===== src/rtl/dcache_ctrl_fsm.sv =====
// Write-back, write-allocate controller for a 2-way, 16-set data cache with 32-byte lines.
// Serves hits combinationally and sequences victim write-back plus line refill on a miss.
module dcache_ctrl_fsm (
  input  logic         clk_i,
  input  logic         rst_i,
  input  logic         cpu_read_i,
  input  logic         cpu_write_i,
  input  logic [31:0]  cpu_addr_i,
  input  logic [31:0]  cpu_data_i,
  output logic [31:0]  cpu_data_o,
  output logic         cpu_stall_o,
  output logic [3:0]   sram_index_o,
  output logic [24:0]  sram_tag_o,
  output logic [255:0] sram_data_o,
  output logic         sram_enable_o,
  output logic         sram_write_o,
  input  logic [24:0]  sram_tag_i,
  input  logic [255:0] sram_data_i,
  input  logic         sram_hit_i,
  output logic         mem_enable_o,
  output logic         mem_write_o,
  output logic [31:0]  mem_addr_o,
  output logic [255:0] mem_data_o,
  input  logic [255:0] mem_data_i,
  input  logic         mem_ack_i,
  output logic [15:0]  perf_hit_o,
  output logic [15:0]  perf_miss_o
);

  localparam logic [2:0] StIdle      = 3'd0;
  localparam logic [2:0] StMiss      = 3'd1;
  localparam logic [2:0] StWriteback = 3'd2;
  localparam logic [2:0] StRefill    = 3'd3;
  localparam logic [2:0] StRefillDone = 3'd4;

  logic [2:0]   r_state;
  logic [2:0]   w_state_d;
  logic [22:0]  r_tag;
  logic [3:0]   r_index;
  logic [24:0]  r_vic_tag;
  // Holds the victim line until write-back completes, then the refilled line.
  logic [255:0] r_line;
  logic [15:0]  r_hit_cnt;
  logic [15:0]  r_miss_cnt;

  logic         w_req;
  logic [2:0]   w_word;
  logic [255:0] w_merged;
  logic         w_unused_addr;

  assign w_req         = (cpu_read_i | cpu_write_i) & ~rst_i;
  assign w_word        = cpu_addr_i[4:2];
  assign w_unused_addr = ^cpu_addr_i[1:0];
  assign perf_hit_o    = r_hit_cnt;
  assign perf_miss_o   = r_miss_cnt;

  always_comb begin
    w_merged = sram_data_i;
    w_merged[{w_word, 5'b00000} +: 32] = cpu_data_i;
  end

  always_comb begin
    w_state_d     = r_state;
    cpu_data_o    = 32'h0;
    cpu_stall_o   = 1'b0;
    sram_index_o  = r_index;
    sram_tag_o    = {2'b11, r_tag};
    sram_data_o   = 256'h0;
    sram_enable_o = 1'b0;
    sram_write_o  = 1'b0;
    mem_enable_o  = 1'b0;
    mem_write_o   = 1'b0;
    mem_addr_o    = 32'h0;
    mem_data_o    = 256'h0;
    case (r_state)
      StIdle: begin
        sram_index_o = cpu_addr_i[8:5];
        sram_tag_o   = {2'b11, cpu_addr_i[31:9]};
        cpu_data_o   = sram_data_i[{w_word, 5'b00000} +: 32];
        if (w_req) begin
          if (sram_hit_i) begin
            if (cpu_write_i) begin
              sram_enable_o = 1'b1;
              sram_write_o  = 1'b1;
              sram_data_o   = w_merged;
            end
          end else begin
            cpu_stall_o = 1'b1;
            w_state_d   = StMiss;
          end
        end
      end
      StMiss: begin
        cpu_stall_o = 1'b1;
        w_state_d   = (r_vic_tag[24] & r_vic_tag[23]) ? StWriteback : StRefill;
      end
      StWriteback: begin
        cpu_stall_o  = 1'b1;
        mem_enable_o = 1'b1;
        mem_write_o  = 1'b1;
        mem_addr_o   = {r_vic_tag[22:0], r_index, 5'b00000};
        mem_data_o   = r_line;
        if (mem_ack_i) w_state_d = StRefill;
      end
      StRefill: begin
        cpu_stall_o  = 1'b1;
        mem_enable_o = 1'b1;
        mem_addr_o   = {r_tag, r_index, 5'b00000};
        if (mem_ack_i) w_state_d = StRefillDone;
      end
      StRefillDone: begin
        cpu_stall_o   = 1'b1;
        sram_enable_o = 1'b1;
        sram_write_o  = 1'b1;
        sram_tag_o    = {2'b10, r_tag};
        sram_data_o   = r_line;
        w_state_d     = StIdle;
      end
      default: w_state_d = StIdle;
    endcase
    // Reset forces every output quiet, even with a CPU request held.
    if (rst_i) begin
      cpu_data_o    = 32'h0;
      cpu_stall_o   = 1'b0;
      sram_index_o  = 4'h0;
      sram_tag_o    = 25'h0;
      sram_data_o   = 256'h0;
      sram_enable_o = 1'b0;
      sram_write_o  = 1'b0;
      mem_enable_o  = 1'b0;
      mem_write_o   = 1'b0;
      mem_addr_o    = 32'h0;
      mem_data_o    = 256'h0;
    end
  end

  always_ff @(posedge clk_i or posedge rst_i) begin
    if (rst_i) begin
      r_state    <= StIdle;
      r_tag      <= 23'h0;
      r_index    <= 4'h0;
      r_vic_tag  <= 25'h0;
      r_line     <= 256'h0;
      r_hit_cnt  <= 16'h0;
      r_miss_cnt <= 16'h0;
    end else begin
      r_state <= w_state_d;
      if ((r_state == StIdle) && w_req) begin
        if (sram_hit_i) begin
          r_hit_cnt <= r_hit_cnt + 16'h1;
        end else begin
          r_tag      <= cpu_addr_i[31:9];
          r_index    <= cpu_addr_i[8:5];
          r_vic_tag  <= sram_tag_i;
          r_line     <= sram_data_i;
          r_miss_cnt <= r_miss_cnt + 16'h1;
        end
      end
      if ((r_state == StRefill) && mem_ack_i) r_line <= mem_data_i;
    end
  end

endmodule


===== config.mk =====
export PLATFORM = sky130hd
export DESIGN_NAME = dcache_ctrl_fsm
export DESIGN_NICKNAME = d
export VERILOG_FILES = /design/src/rtl/dcache_ctrl_fsm.sv
export SDC_FILE = /design/constraint.sdc
export NUM_CORES = 2
export LEC_CHECK = 0
export CAP_MARGIN = 15
export CORE_AREA = 8 8 484 486
export DETAILED_ROUTE_END_ITERATION = 12
export DIE_AREA = 0 0 492 494
export GPL_TIMING_DRIVEN = 0
export SKIP_CTS_REPAIR_TIMING = 1
export SYNTH_ARGS = -nofsm -noshare
export SYNTH_HDL_FRONTEND = slang
export SYNTH_SLANG_ARGS = --single-unit

===== constraint.sdc =====
create_clock -name clk_i -period 21.7 [get_ports clk_i]
set_input_delay 4.34 -clock clk_i [delete_from_list [all_inputs] [get_ports clk_i]]
set_output_delay 4.34 -clock clk_i [all_outputs]
set_load 0.02 [all_outputs]

==> results_dict.tcl <==
set metrics [dict create \
    nets 5041 \
    cts_htree_levels 2 \
    finalWorstSetupSlack_ns 5.686 \
    final_cell_mix "clkdlybuf4s50_1 (1,241), nand2_1 (751), nor2_1 (349)" \
    cp.buffers_inverters 10 \
    tightestPinTransition_ns 1.273 \
    antenna_found_initial 137 \
    syn2layout_area_growth_pct 79.73 \
    fin_skew_ns 0.05973 \
    routedWlPerCell_um 43.94 \
    first_pass_iters 7 \
    power.leakage_nw 16.37 \
    post-dp-hpwl_um 289500 \
    drc 0 \
    cts_tree "yes" \
    holdWs_ns 0.4808 \
    cts.clk_slew.worst_paths_ns 0.06 \
    initial_core_util_pct 10.49 \
    cp.required_ns 17.36 \
    fin_cells 7527 \
    dr.first_iter.drc_count 3971 \
    hp-class "reg2reg" \
    ir_drop_mv 0.06535 \
    cts_buffers 52 \
    dp.cells 7380 \
    async_reset_ff_share_pct 100.0 \
    slew_headroom_pct 15.15 \
    rsz0062_at_grt "false" \
    synth_ff_type "dfrtp_1" \
    port_buffers 1241 \
    syn_area_um2 23750 \
    coreArea_um2 226400 \
    ant_nets 0 \
    synth_seq_area_share_pct 36.15 \
    drive_gt1_share_pct 6.156 \
    postSynthAreaPerCell_um2 7.692 \
    io_pins 1249 \
    period_needed_ns 16.01 \
    via_per_inst 4.438 \
    wirelength_um 330700 \
    syn_inst 3087 \
    post-place-ws_ns 5.558 \
    stdcell_area_um2 42680 \
    power_mw 4.516 \
    synth_edf_count 0 \
    final_util_pct 18.85 \
    grt_pass1_vias 33000 \
    rows 175 \
    cp_data_arrival_time_ns 11.67 \
    crit_chain "clkdlybuf4s50_1 -> clkbuf_1 -> clkbuf_2 -> buf_16 -> clkbuf_1 -> inv_1 -> ha_1 -> ha_1 -> clkbuf_1 -> inv_1 -> nand4_1 -> clkbuf_1 -> o21ai_0 -> clkdlybuf4s50_1" \
    final_common_cell "clkdlybuf4s50_1" \
    crit_fanout 10 \
    power.density_nw_per_um2 105.8 \
    dieWidth_um 492 \
    cp_slowest_cell "o21ai_0" \
    end_kind "output pin" \
    clock.fmax_mhz 62.44 \
    synth_cell_types 46 \
    slowest_delay_ns 1.02 \
    root_buffer "clkbuf_16" \
    worstSetupPathType "in2out" \
    worstSkewPairLatency_ns 0.71 \
    setup_viol 0 \
    vias 33400 \
    grt_max_degree 96 \
    cpMostUsedCell "clkbuf_1" \
    finalWeightedCongestion 0.9817 \
    overflow 0 \
    yosysWarnings 0 \
    cts_buffer_depth 3 \
    die_h_um 494 \
    dieArea_um2 243000 \
    worst_setup_path_start_kind "primary input" \
    grt.total_usage_pct 25.87 \
    dpl-instance-area_um2 40760 \
    max_cap_viol_count 0 \
    tns_ns 0 \
    synth-seq-cells 343 \
    critPathTopFamily "buffers and inverters" \
    status "finished clean" \
    fin_crit_sh_pct 73.80 \
    grt_pass1_wl_um 405600 \
    finalMaxSlewViolations 0 \
    cts_sinks 343 \
    hold_violations 0 \
]
## synth_stat cells, types with 2 or more instances
cell type	number	area share, %
nand4_1	11	0.29
nand3_1	15	0.32
nand2b_1	32	0.84
o31a_1	3	0.11
nor4_4	2	0.18
buf_2	26	0.55
o21ai_0	262	5.5
xor2_1	9	0.33
or3_1	2	0.053
dfrtp_1	343	36
a21oi_1	61	1.3
nor2_1	350	5.5
nor2b_1	2	0.053
and3_1	3	0.079
a211oi_1	7	0.22
nand3b_1	2	0.063
inv_1	40	0.63
o22ai_1	57	1.5
clkbuf_1	215	3.4
buf_4	21	0.66
a31oi_1	198	5.2
xnor2_1	20	0.74
or4_4	2	0.095
a22oi_1	193	6.1
and4_1	4	0.15
mux4_2	64	6.1
nor3_1	4	0.084
nor4_2	2	0.11
buf_1	15	0.24
mux2i_1	87	3.7
ha_1	8	0.42
and2_1	263	6.9
nand2_1	751	12
## kinds of logic (layout without fill, tap and decap cells)
| group | count (synthesis) | in the layout | synth area share, % |
|---|---|---|---|
| and+or+nand+nor | 1450 | 1450 | 26.88 |
| other | 1 | 56 | 0.01579 |
| xor gates and xnor gates | 30 | 30 | 1.138 |
| buffers and inverters | 318 | 1694 | 5.527 |
| muxes | 152 | 152 | 9.785 |
| DFF | 343 | 343 | 36.15 |
| AOI/OAI and AO/OA | 785 | 785 | 20.09 |
| adders and majority gates | 8 | 8 | 0.4215 |
## state kept, by name, summed over array words and instances, names as in the netlist
| name | cells |
|---|---|
| r_state | 3 |
| r_index | 4 |
| r_vic_tag | 25 |
| r_tag | 23 |
| perf_hit_o | 16 |
| perf_miss_o | 16 |
| r_line | 256 |
## routing by layer
layer | GRT usage [%] | wire length (um)
met1 | 29.51 | 124100
met2 | 43.23 | 154100
met3 | 11.38 | 39360
met4 | 8.724 | 12640
met5 | 0 | 586
## power breakdown
group | internal (mW) | total (mW) | switching (mW)
registers | 0.937 | 1.30 | 0.362
logic | 0.815 | 2.27 | 1.45
clock network | 0.540 | 0.947 | 0.408
## area by class of cell
| class | instances | area [um^2] |
|---|---|---|
| repair buffers | 1281 | 13150 |
| flip-flops and latches | 343 | 8583 |
| well taps | 3009 | 3765 |
| plain buffers | 278 | 1185 |
| multi-input cells | 2430 | 13930 |
| clock inverters | 24 | 342.8 |
| clock buffers | 71 | 1443 |
| diodes | 51 | 127.6 |
| fillers | 25560 | 183700 |
| inverters | 40 | 157.7 |
## path summary, 6_finish.rpt
kind	startpoint	to	slack, ns	cells after the start
worst max-delay path	cpu_addr_i[3]	sram_data_o[206]	5.69	14
worst min-delay path	perf_miss_o[15]$_DFFE_PP0P_	perf_miss_o[15]$_DFFE_PP0P_	0.48	1
worst max register to register	r_state[1]$_DFFE_PP0P_	r_line[63]$_DFFE_PP0P_	18.52	8
worst min register to register	perf_miss_o[15]$_DFFE_PP0P_	perf_miss_o[15]$_DFFE_PP0P_	0.48	1
max in group asynchronous	rst_i	r_line[138]$_DFFE_PP0P_	15.56	4
min in group asynchronous	rst_i	r_vic_tag[24]$_DFFE_PP0P_	4.46	2
(Power assumes the default switching activity.)
==> variant: new RTL, same settings <==
Make the reset (`rst_i`) synchronous in one clocked block.
--- a/src/rtl/dcache_ctrl_fsm.sv
+++ b/src/rtl/dcache_ctrl_fsm.sv
@@ -134,7 +134,7 @@
     end
   end
 
-  always_ff @(posedge clk_i or posedge rst_i) begin
+  always_ff @(posedge clk_i) begin
     if (rst_i) begin
       r_state    <= StIdle;
       r_tag      <= 23'h0;
Check against the original RTL: not settled (the Yosys comparison gave no result); the edit may change what the design does.
==> variant against the original RTL <==
Worst setup slack gained 870 ps; synthesized area grew 3.6%; wire length grew 3.0%; highest routed layer unchanged; critical path type unchanged; design area grew 1.7%; cell count grew 3.3%; sequential cell count is the same.
Power is not compared: it rests on default switching activity, and its combinational part moved more than twofold at a synthesized area within 25%.
==> variant: results <==
group,metric,value,unit
worst_setup_path,cpPeakStageDelay,900,ps
cells_and_area,multi_input_area_share,37.6,%
worst_setup_path,crit_slowest_cell,"buf_1",
placed_design,portBuffers,1239,
cells_and_area,seq_share,15.8,%
cells_and_area,final_core_util,19.2,%
cells_and_area,finalInstanceArea,43400,µm²
route,wl_met1,135000,µm
grt,grt_max_degree,16,
synthesis,synth.area.top_cells,"dfxtp_1 28%, nand2_1 13%, a311oi_1 9.1%, and2_1 7.4%, nor2_1 6.1%",
cells_and_area,buf_share,32.8,%
placed_design,placed_area,41200,µm²
placed_design,place_inst,7601,
cells_and_area,nets,5264,
worst_setup_path,crit_end,"sram_data_o[163]",
route,met2_length,140000,µm
route,wl,341000,µm
synthesis,synth_flop_cell,"dfxtp_1",
worst_setup_path,r2r-end,"r_line[249]",
grt,grt_util_met3,12.3,%
cells_and_area,clock_area_share,4.55,%
cells_and_area,signal_buffers,1614,
worst_setup_path,worst-r2r-cell-count,7,
synthesis,syn_inst,3328,
route,wl_met3,43900,µm
worst_hold_path,min_to,"r_vic_tag[0]",
synthesis,async_flop_share,0,%
synthesis,synth_top_cells_by_count,"852 x nand2_1, 399 x nor2_1, 343 x dfxtp_1",
timing,fin_skew,36.9,ps
cells_and_area,final.clkbuf_count,69,
route,num_vias,36700,
grt,grtUsageMet1,32.2,%
cells_and_area,inv_count,11,
cells_and_area,seq_cells,343,
status,status,"finished clean",
synthesis,ys_types,55,
cells_and_area,fill_cells,25600,
cells_and_area,drive_above_1_share,7.99,%
cts,insertion_delay,730,ps
[variant: cell count changes in the layout (fill, tap and decap cells not counted), sizes merged, moves of 73 or more]
cell | unedited run | this run
clkbuf | 287 | 360
o21ai | 263 | 107
nand2 | 751 | 852
mux2 | 1 | 128
dfxtp | 0 | 343
dfrtp | 343 | 0
a311oi | 0 | 256
a31oi | 198 | 1
[variant: kinds of logic (layout without fill, tap and decap cells)]
| kind of cell | count (synthesis) | in the layout | share of synthesized area (%) |
|---|---|---|---|
| mux | 257 | 257 | 14.4 |
| simple gates | 1639 | 1639 | 29.1 |
| xor+xnor | 6 | 6 | 0.214 |
| other cells | 1 | 80 | 0.0152 |
| flops | 343 | 343 | 27.9 |
| fa+ha+maj | 5 | 5 | 0.254 |
| buf+inv | 362 | 1724 | 5.89 |
| compound gates | 715 | 715 | 22.2 |
[variant: where the power goes]
part	internal (µW)	switching, µW
Sequential	669	35.0
Clock	610	437
Combinational	260	459
Total	1540	932
